[config.mk]
export PLATFORM = sky130hd
export DESIGN_NAME = photobooth_seq
export DESIGN_NICKNAME = d
export VERILOG_FILES = /design/src/rtl/photobooth_pkg.sv /design/src/rtl/frame_countdown.sv /design/src/rtl/photobooth_seq.sv
export SDC_FILE = /design/constraint.sdc
export NUM_CORES = 1
export LEC_CHECK = 0
export BUFFER_PORTS_ARGS = -buffer_cell sky130_fd_sc_hd__clkbuf_2
export CAP_MARGIN = 10
export CORE_ASPECT_RATIO = 0.75
export CORE_MARGIN = 3
export CORE_UTILIZATION = 35
export CTS_CLUSTER_DIAMETER = 30
export DETAILED_ROUTE_END_ITERATION = 8
export SYNTH_ARGS = -nofsm -noshare
export SYNTH_HDL_FRONTEND = slang
export SYNTH_SLANG_ARGS = --single-unit
[constraint.sdc]
create_clock -name clk_in -period 2.15 [get_ports clk_in]
set_clock_uncertainty 0.1 [all_clocks]
set_input_delay 0.1075 -clock clk_in [delete_from_list [all_inputs] [get_ports clk_in]]
set_output_delay 0.1075 -clock clk_in [all_outputs]
set_load 0.03 [all_outputs]
[src/rtl/photobooth_pkg.sv]
// Shared types for the photobooth capture sequencer.
package photobooth_pkg;

  typedef enum logic [2:0] {
    ST_IDLE      = 3'd0,
    ST_PREVIEW   = 3'd1,
    ST_COUNTDOWN = 3'd2,
    ST_ARM       = 3'd3,
    ST_CAPTURE   = 3'd4,
    ST_REVIEW    = 3'd5,
    ST_FILTER    = 3'd6,
    ST_SEND      = 3'd7
  } pb_state_t;

  localparam int unsigned MODE_GRAY   = 0;
  localparam int unsigned MODE_DITHER = 1;
  localparam int unsigned MODE_THRESH = 2;

endpackage

[src/rtl/frame_countdown.sv]
// Loadable frame-tick down-counter with a zero flag; saturates at zero.
module frame_countdown #(
  parameter int unsigned COUNTDOWN_FRAMES = 180,
  localparam int unsigned CNT_W = $clog2(COUNTDOWN_FRAMES + 1)
) (
  input  logic             clk_in,
  input  logic             rst_n_in,
  input  logic             clear_in,
  input  logic             load_in,
  input  logic             tick_in,
  output logic [CNT_W-1:0] count_out,
  output logic             zero_out
);

  always_ff @(posedge clk_in or negedge rst_n_in) begin
    if (!rst_n_in)
      count_out <= '0;
    else if (clear_in)
      count_out <= '0;
    else if (load_in)
      count_out <= CNT_W'(COUNTDOWN_FRAMES);
    else if (tick_in && count_out != '0)
      count_out <= count_out - 1'b1;
  end

  assign zero_out = (count_out == '0);

endmodule

[src/rtl/photobooth_seq.sv]
// Multi-shot photobooth session sequencer: preview, countdown, capture, review, filter, send.
module photobooth_seq
  import photobooth_pkg::*;
#(
  parameter int unsigned NUM_SHOTS        = 4,
  parameter int unsigned COUNTDOWN_FRAMES = 180,
  parameter int unsigned NUM_MODES        = 3,
  localparam int unsigned SHOT_W = (NUM_SHOTS > 1) ? $clog2(NUM_SHOTS) : 1,
  localparam int unsigned MODE_W = (NUM_MODES > 1) ? $clog2(NUM_MODES) : 1,
  localparam int unsigned CNT_W  = $clog2(COUNTDOWN_FRAMES + 1)
) (
  input  logic              clk_in,
  input  logic              rst_n_in,
  input  logic              start_in,
  input  logic              next_in,
  input  logic              accept_in,
  input  logic              cancel_in,
  input  logic              frame_tick_in,
  input  logic              frame_done_in,
  input  logic              send_done_in,
  output logic [2:0]        state_out,
  output logic [SHOT_W-1:0] shot_idx_out,
  output logic [SHOT_W-1:0] review_sel_out,
  output logic [MODE_W-1:0] mode_out,
  output logic [CNT_W-1:0]  countdown_out,
  output logic              capture_en_out,
  output logic              flash_out,
  output logic              send_start_out,
  output logic              busy_out
);

  pb_state_t         state, state_nx;
  logic [SHOT_W-1:0] shot, shot_nx, rsel, rsel_nx;
  logic [MODE_W-1:0] mode, mode_nx;
  logic              cd_clear, cd_load, cd_tick, cd_zero;
  logic              send_nx;

  frame_countdown #(.COUNTDOWN_FRAMES(COUNTDOWN_FRAMES)) u_countdown (
    .clk_in    (clk_in),
    .rst_n_in  (rst_n_in),
    .clear_in  (cd_clear),
    .load_in   (cd_load),
    .tick_in   (cd_tick),
    .count_out (countdown_out),
    .zero_out  (cd_zero)
  );

  always_comb begin
    state_nx = state;
    shot_nx  = shot;
    rsel_nx  = rsel;
    mode_nx  = mode;
    cd_clear = 1'b0;
    cd_load  = 1'b0;
    cd_tick  = 1'b0;
    send_nx  = 1'b0;
    if (cancel_in && state != ST_IDLE) begin
      state_nx = ST_IDLE;
      shot_nx  = '0;
      rsel_nx  = '0;
      mode_nx  = '0;
      cd_clear = 1'b1;
    end else begin
      unique case (state)
        ST_IDLE: if (start_in) begin
          state_nx = ST_PREVIEW;
          shot_nx  = '0;
          rsel_nx  = '0;
          mode_nx  = '0;
        end
        ST_PREVIEW: if (start_in) begin
          state_nx = ST_COUNTDOWN;
          cd_load  = 1'b1;
        end
        ST_COUNTDOWN: if (frame_tick_in) begin
          cd_tick = 1'b1;
          // zero check covers a degenerate zero-length countdown
          if (countdown_out == CNT_W'(1) || cd_zero)
            state_nx = ST_ARM;
        end
        ST_ARM: if (frame_done_in)
          state_nx = ST_CAPTURE;
        ST_CAPTURE: if (frame_done_in) begin
          if (shot == SHOT_W'(NUM_SHOTS - 1)) begin
            state_nx = ST_REVIEW;
          end else begin
            shot_nx  = shot + 1'b1;
            cd_load  = 1'b1;
            state_nx = ST_COUNTDOWN;
          end
        end
        ST_REVIEW: begin
          if (accept_in)
            state_nx = ST_FILTER;
          else if (next_in)
            rsel_nx = (rsel == SHOT_W'(NUM_SHOTS - 1)) ? '0 : rsel + 1'b1;
        end
        ST_FILTER: begin
          if (accept_in) begin
            state_nx = ST_SEND;
            send_nx  = 1'b1;
          end else if (next_in) begin
            mode_nx = (mode == MODE_W'(NUM_MODES - 1)) ? '0 : mode + 1'b1;
          end
        end
        ST_SEND: if (send_done_in)
          state_nx = ST_IDLE;
        default: state_nx = ST_IDLE;
      endcase
    end
  end

  // Strobes are registered from next-state so async reset clears them with the state.
  always_ff @(posedge clk_in or negedge rst_n_in) begin
    if (!rst_n_in) begin
      state          <= ST_IDLE;
      shot           <= '0;
      rsel           <= '0;
      mode           <= '0;
      capture_en_out <= 1'b0;
      flash_out      <= 1'b0;
      send_start_out <= 1'b0;
      busy_out       <= 1'b0;
    end else begin
      state          <= state_nx;
      shot           <= shot_nx;
      rsel           <= rsel_nx;
      mode           <= mode_nx;
      capture_en_out <= (state_nx == ST_CAPTURE);
      flash_out      <= (state_nx == ST_ARM) || (state_nx == ST_CAPTURE);
      send_start_out <= send_nx;
      busy_out       <= (state_nx != ST_IDLE);
    end
  end

  assign state_out      = state;
  assign shot_idx_out   = shot;
  assign review_sel_out = rsel;
  assign mode_out       = mode;

endmodule

After elaboration in Yosys (flattened, before gate mapping)
Index checks and enable logic that the tools add are counted.
{ "totals": {"reg_bits": 21, "latchBits": 0, "mem_bits_rw": 0, "romBits": 0, "in_bits": 9, "wordCells": 91, "mem_count": 0} }
{ "classes": {"addsub": 4, "n_mul": 0, "div_mod_pow": 0, "order_cmp": 0, "n_eq_ne": 20, "n_shift": 0, "muxes": 42, "n_bitwise": 0, "n_reduce_logical": 16} }
{ "ops": {"columns": ["op", "n"], "rows": [
  ["$mux 3", 11],
  ["$mux 2", 12],
  ["$mux 8", 3],
  ["$pmux 3 s8", 1],
  ["$ne 3x3->1 const B", 7],
  ["$reduce_bool 3->1", 6],
  ["$eq 3x3->1 const B", 5],
  ["$pmux 2 s2", 3],
  ["$reduce_and 4->1", 3],
  ["$mux 1", 11],
  ["$eq 3x2->1 const B", 3],
  ["$eq 8x1->1 const B", 1],
  ["$logic_not 8->1", 1],
  ["$reduce_bool 8->1", 1],
  ["$sub 8x1->8 const B", 1],
  ["$add 2x1->2 const B", 3],
  ["$eq 2x2->1 const B", 3],
  ["$eq 3x1->1 const B", 1],
  ["$logic_not 3->1", 1],
  ["$logic_and 1x1->1", 2],
  ["$logic_or 1x1->1", 2],
  ["$pmux 1 s2", 1]
]} }

Logic depth before layout (Yosys ltp)
{ "logic_depth": {"ltp_word": 8, "depth_mapped": 7} }

By module
Synthesis repeated with hierarchy kept, for this count alone.
{ "hier_totals": {"hier_cells": 151, "hier_area_um2": 1401.3} }
{ "by_module_without_submodules": {"columns": ["module", "n_inst", "cells_each", "area_each_um2", "seq_area_each_um2"], "rows": [
  ["photobooth_seq", 1, 99, 908.4, 325.3],
  ["frame_countdown", 1, 52, 493.0, 200.2]
]} }

Worst setup path after synthesis
No wires, ideal clock.
{ "synth_timing": {"path_kind": "flip-flop to flip-flop", "startpoint": "reg shot[0], in the netlist shot_idx_out[0]", "endpoint": "reg flash_out", "setup_time_ns": 0.122, "arrival_ns": 1.788, "t_required_ns": 1.928, "slack_ns": 0.139, "path_stages_with_launch": 7, "period_less_slack_ns": 2.011, "path_cell_list": "dfrtp_1 -> ha_1 -> or3b_1 -> a211o_1 -> a31oi_4 -> nand2b_1 -> mux2i_1"} }
{ "synth_via": {"elab_chain_len": 7, "elab_cells_between_ends": 8, "classes_between": "3 x eq/ne; 4 x mux; 1 x reduce/logical"} }
{ "synth_rtl": {"columns": ["element", "line_no", "text"], "rows": [
  ["start, declared", "photobooth_seq.sv:33", "logic [SHOT_W-1:0] shot, shot_nx, rsel, rsel_nx;"],
  ["start signal, assigned", "photobooth_seq.sv:126", "shot <= shot_nx;"],
  ["$eq 2x2->1 (*)", "photobooth_seq.sv:84", "if (shot == SHOT_W'(NUM_SHOTS - 1)) begin"],
  ["$mux 3 (*)", "photobooth_seq.sv:84", null],
  ["$mux 3 (*)", "photobooth_seq.sv:83", "ST_CAPTURE: if (frame_done_in) begin"],
  ["$pmux 3 s8 (*)", "photobooth_seq.sv:64", "unique case (state)"],
  ["$mux 3 (*)", "photobooth_seq.sv:57", "if (cancel_in && state != ST_IDLE) begin"],
  ["via state_nx[1]", "photobooth_seq.sv:32", "pb_state_t state, state_nx;"],
  ["$eq 3x2->1 / $eq 3x3->1 (equally long branches)", "photobooth_seq.sv:130", "flash_out <= (state_nx == ST_ARM) || (state_nx == ST_CAPTURE);"],
  ["$logic_or 1x1->1 (*)", "photobooth_seq.sv:130", null],
  ["end signal, assigned", "photobooth_seq.sv:130", null],
  ["end, declared", "photobooth_seq.sv:27", "output logic flash_out,"]
]} }
Mark *: on every way through the listed nets, which the timed path passes. The rest lies on a longest branch.
A chain may end at the register's enable or synchronous reset.

Worst setup path in the final report
Ends and elaborated chain as after synthesis.

==> flow_summary.yaml <==
finish:
  postLayoutCoreUtil_pct: 45.6
  diodes: 0
  syn2layout_area_growth_pct: 20.2
  nNetsFinal: 186
  layout-drive-gt1-share_pct: 26.3
  fillCellCount: 342
placement:
  place_congestion: 0.860
  portBuffers: 29
  dp_hpwl_um: 2350
logic_synthesis:
  yosys.area.top_type: "dfrtp_1"
  syn_area_per_cell_um2: 9.48
  synth_top_area_share_pct: 40.2
  yosysUniqueCellTypes: 46
  syn_nets: 152
  ys_ff_latch: 21
  syn_inst: 138
  yosysWarnings: 0
  synth_area_um2: 1310
  ys_top_cells_by_area: "dfrtp_1, ha_1, nor2_1"
  ys_seq_area_share_pct: 40.2
timing:
  hold_violations: 0
  tightest_slew_ns: 0.536
  fmaxAchievable_mhz: 500
  max_slew_margin_pct: 64.3
  setup_viol_count_final: 0
  grt_setup_unrepaired: "no"
  fin_crit_ns: 2.00
  finalSetupTns_ns: 0
  post-route-period-util_pct: 93.1
  drv_slew: 0
power:
  irDropWorstVdd_v: 0.000592
  p_total_mw: 1.79
  p_leak_nw: 0.731
  p_per_area_nw_per_um2: 1140
floorplanning:
  start_util_pct: 38.0
  coreArea_um2: 3450
  dieHeight_um: 59.0
  die_area_um2: 4520
  die_x_um: 76.6
  io_pins: 30
  rows: 18
global_routing:
  grtUsageMet1_pct: 21.7
  grt_pass1_wl_um: 5220
  grtUsageMet3_pct: 5.05
  grt_antenna_before_repair: 0
  grt_usage_pct: 14.7
  grt_pass1_vias: 1059
  met2_usage_pct: 20.9
  grt_max_degree: 22
  gr-max-usage-layer: "met1"
  globalRouteOverflowTotal: 0
critical_path:
  startpoint: "shot_idx_out[0]"
  crit_fanout: 4
  critPathLaunchType: "register"
  crit_end: "flash_out"
  reg2reg_setup_slack_ns: 0.15
  r2r.worst_path.cells: 6
  required_ns: 2.19
  worst-setup-path-type: "reg2reg"
  worst_ep_arrival_time_ns: 2.04
  reg2reg_from: "shot_idx_out[0]"
  cp-end-kind: "register"
  r2r_end: "flash_out"
drt:
  vias: 1165
  wl_per_cell_um: 13.9
  via_per_inst: 5.27
  first_pass_iters: 4
  route.detailed.drc: 0
  ant_nets: 0
  routed_wl_um: 3070
  dr.first_iter.drc_count: 102
clocking:
  clock-sinks: 21
  clock-root-buffer: "clkbuf_8"
  htreeDepth: 1
  post-cts-setup-buffers: 0
  numCtsBuffers: 3
  cts.reportedPaths.clkPinSlew_ns: 0.07
  cts_tree: "yes"
  clock_latency_ns: 0.26
  clockBufferDepth: 2
min_path:
  min_from: "accept_in"
  hold_class: "in2reg"
job:
  maxCapViolCount: 0
run_status:
  outcome: "complete, no violations"
==> worst min-delay path by stage <==
stage,end,slack (ns),cells after the start
after CTS,send_start_out,0.03,2
final,send_start_out,0.04,2
after floorplan,busy_out,-0.29,0
after global routing,send_start_out,0.05,2
after detailed placement,send_start_out,0.02,1
after global placement,send_start_out,0.009,1
==> power by group <==
group	switching (mW)	internal (mW)	leakage [nW]
Sequential	0.148	0.483	0.278
Clock	0.121	0.132	0.0228
Combinational	0.558	0.348	0.430
Total	0.827	0.963	0.731
==> cell families after synthesis <==
logic type,after synthesis,synth area share [%]
xor+xnor,5,3.35
mux,3,2.29
buf+inv,12,5.07
simple gates,62,26.6
compound gates,30,17.8
fa+ha+maj,5,4.78
flops,21,40.2
==> synth_stat cells (all sizes together) <==
cell type	instances
clkbuf	2
mux2i	3
o41ai	4
nor2	15
a21oi	5
a211oi	2
a31oi	2
buf	5
nor4	2
o311a	1
nor2b	2
nand2b	4
or3b	1
a22o	4
nor3	5
a211o	1
xnor2	2
ha	5
inv	5
nand4bb	1
o21ai	5
a311o	1
a32oi	1
nor4b	1
o311ai	1
or3	2
nand3	4
nand2	10
and4	1
or2	2
a21o	1
and2	1
o31a	1
nand3b	1
nor3b	3
and3	3
dfrtp	21
a22oi	1
or4	1
and3b	1
nor4bb	2
xor2	3
==> per-layer routing <==
layer | routed length [µm] | part of all wire [%] | up-vias
met5 | 0 | 0 | -
met4 | 8 | 0.26 | 0
met3 | 193 | 6.3 | 2
met2 | 1240 | 40 | 36
met1 | 1630 | 53 | 550
li1 | - | - | 577
==> sequential cells by signal, indices dropped and copies added, names as in the netlist <==
name	flops
review_sel_out	2
mode_out	2
busy_out	1
flash_out	1
u_countdown.count_out	8
send_start_out	1
capture_en_out	1
state_out	3
shot_idx_out	2
==> stage by stage <==
stage | instance area, µm² | std cells | setup WS [ns] | hold slack, ns
global route | 1570 | 221 | 0.0310 | 0.0522
finish | 1570 | 221 | 0.149 | 0.0432
detailed placement | 1510 | 216 | 0.137 | 0.0241
floorplan | 1310 | 138 | 0.139 | -0.288
CTS | 1570 | 221 | 0.122 | 0.0345
global placement | 1510 | 216 | 0.182 | 0.00887
==> cells in the final DEF (no fill, tap or decap), drive strengths merged, types with 5 or more instances in the layout <==
master and count:
ha 5, nor3 5, a21oi 5, buf 6
dfrtp 21, nand2 10, clkbuf 33, nor2 15
inv 5, o21ai 5
==> critical path: stages (launching register included) <==
cell and delay (ns):
dfrtp_1 0.42, ha_1 0.27, or3b_1 0.38, a211o_1 0.33, a31oi_4 0.16, nand2b_1 0.15, mux2i_1 0.07
==> cell type report <==
cell class                      count  area (µm²)  area share [%]
Multi-Input combinational cell    105         717            45.6
Clock buffer                        4        45.0            2.86
Sequential cell                    21         529            33.7
Inverter                            5        18.8            1.19
Timing Repair Buffer               36         200            12.7
Tap cell                           50        62.6            3.98
==> repair_timing <==
action	4_1_cts	5_1_grt
setup endpoints to repair	0	4
endpoints found under the hold margin	21	0
hold buffers	1	0
gates resized for setup	0	3
No activity file was read; power rests on OpenSTA's default activity.
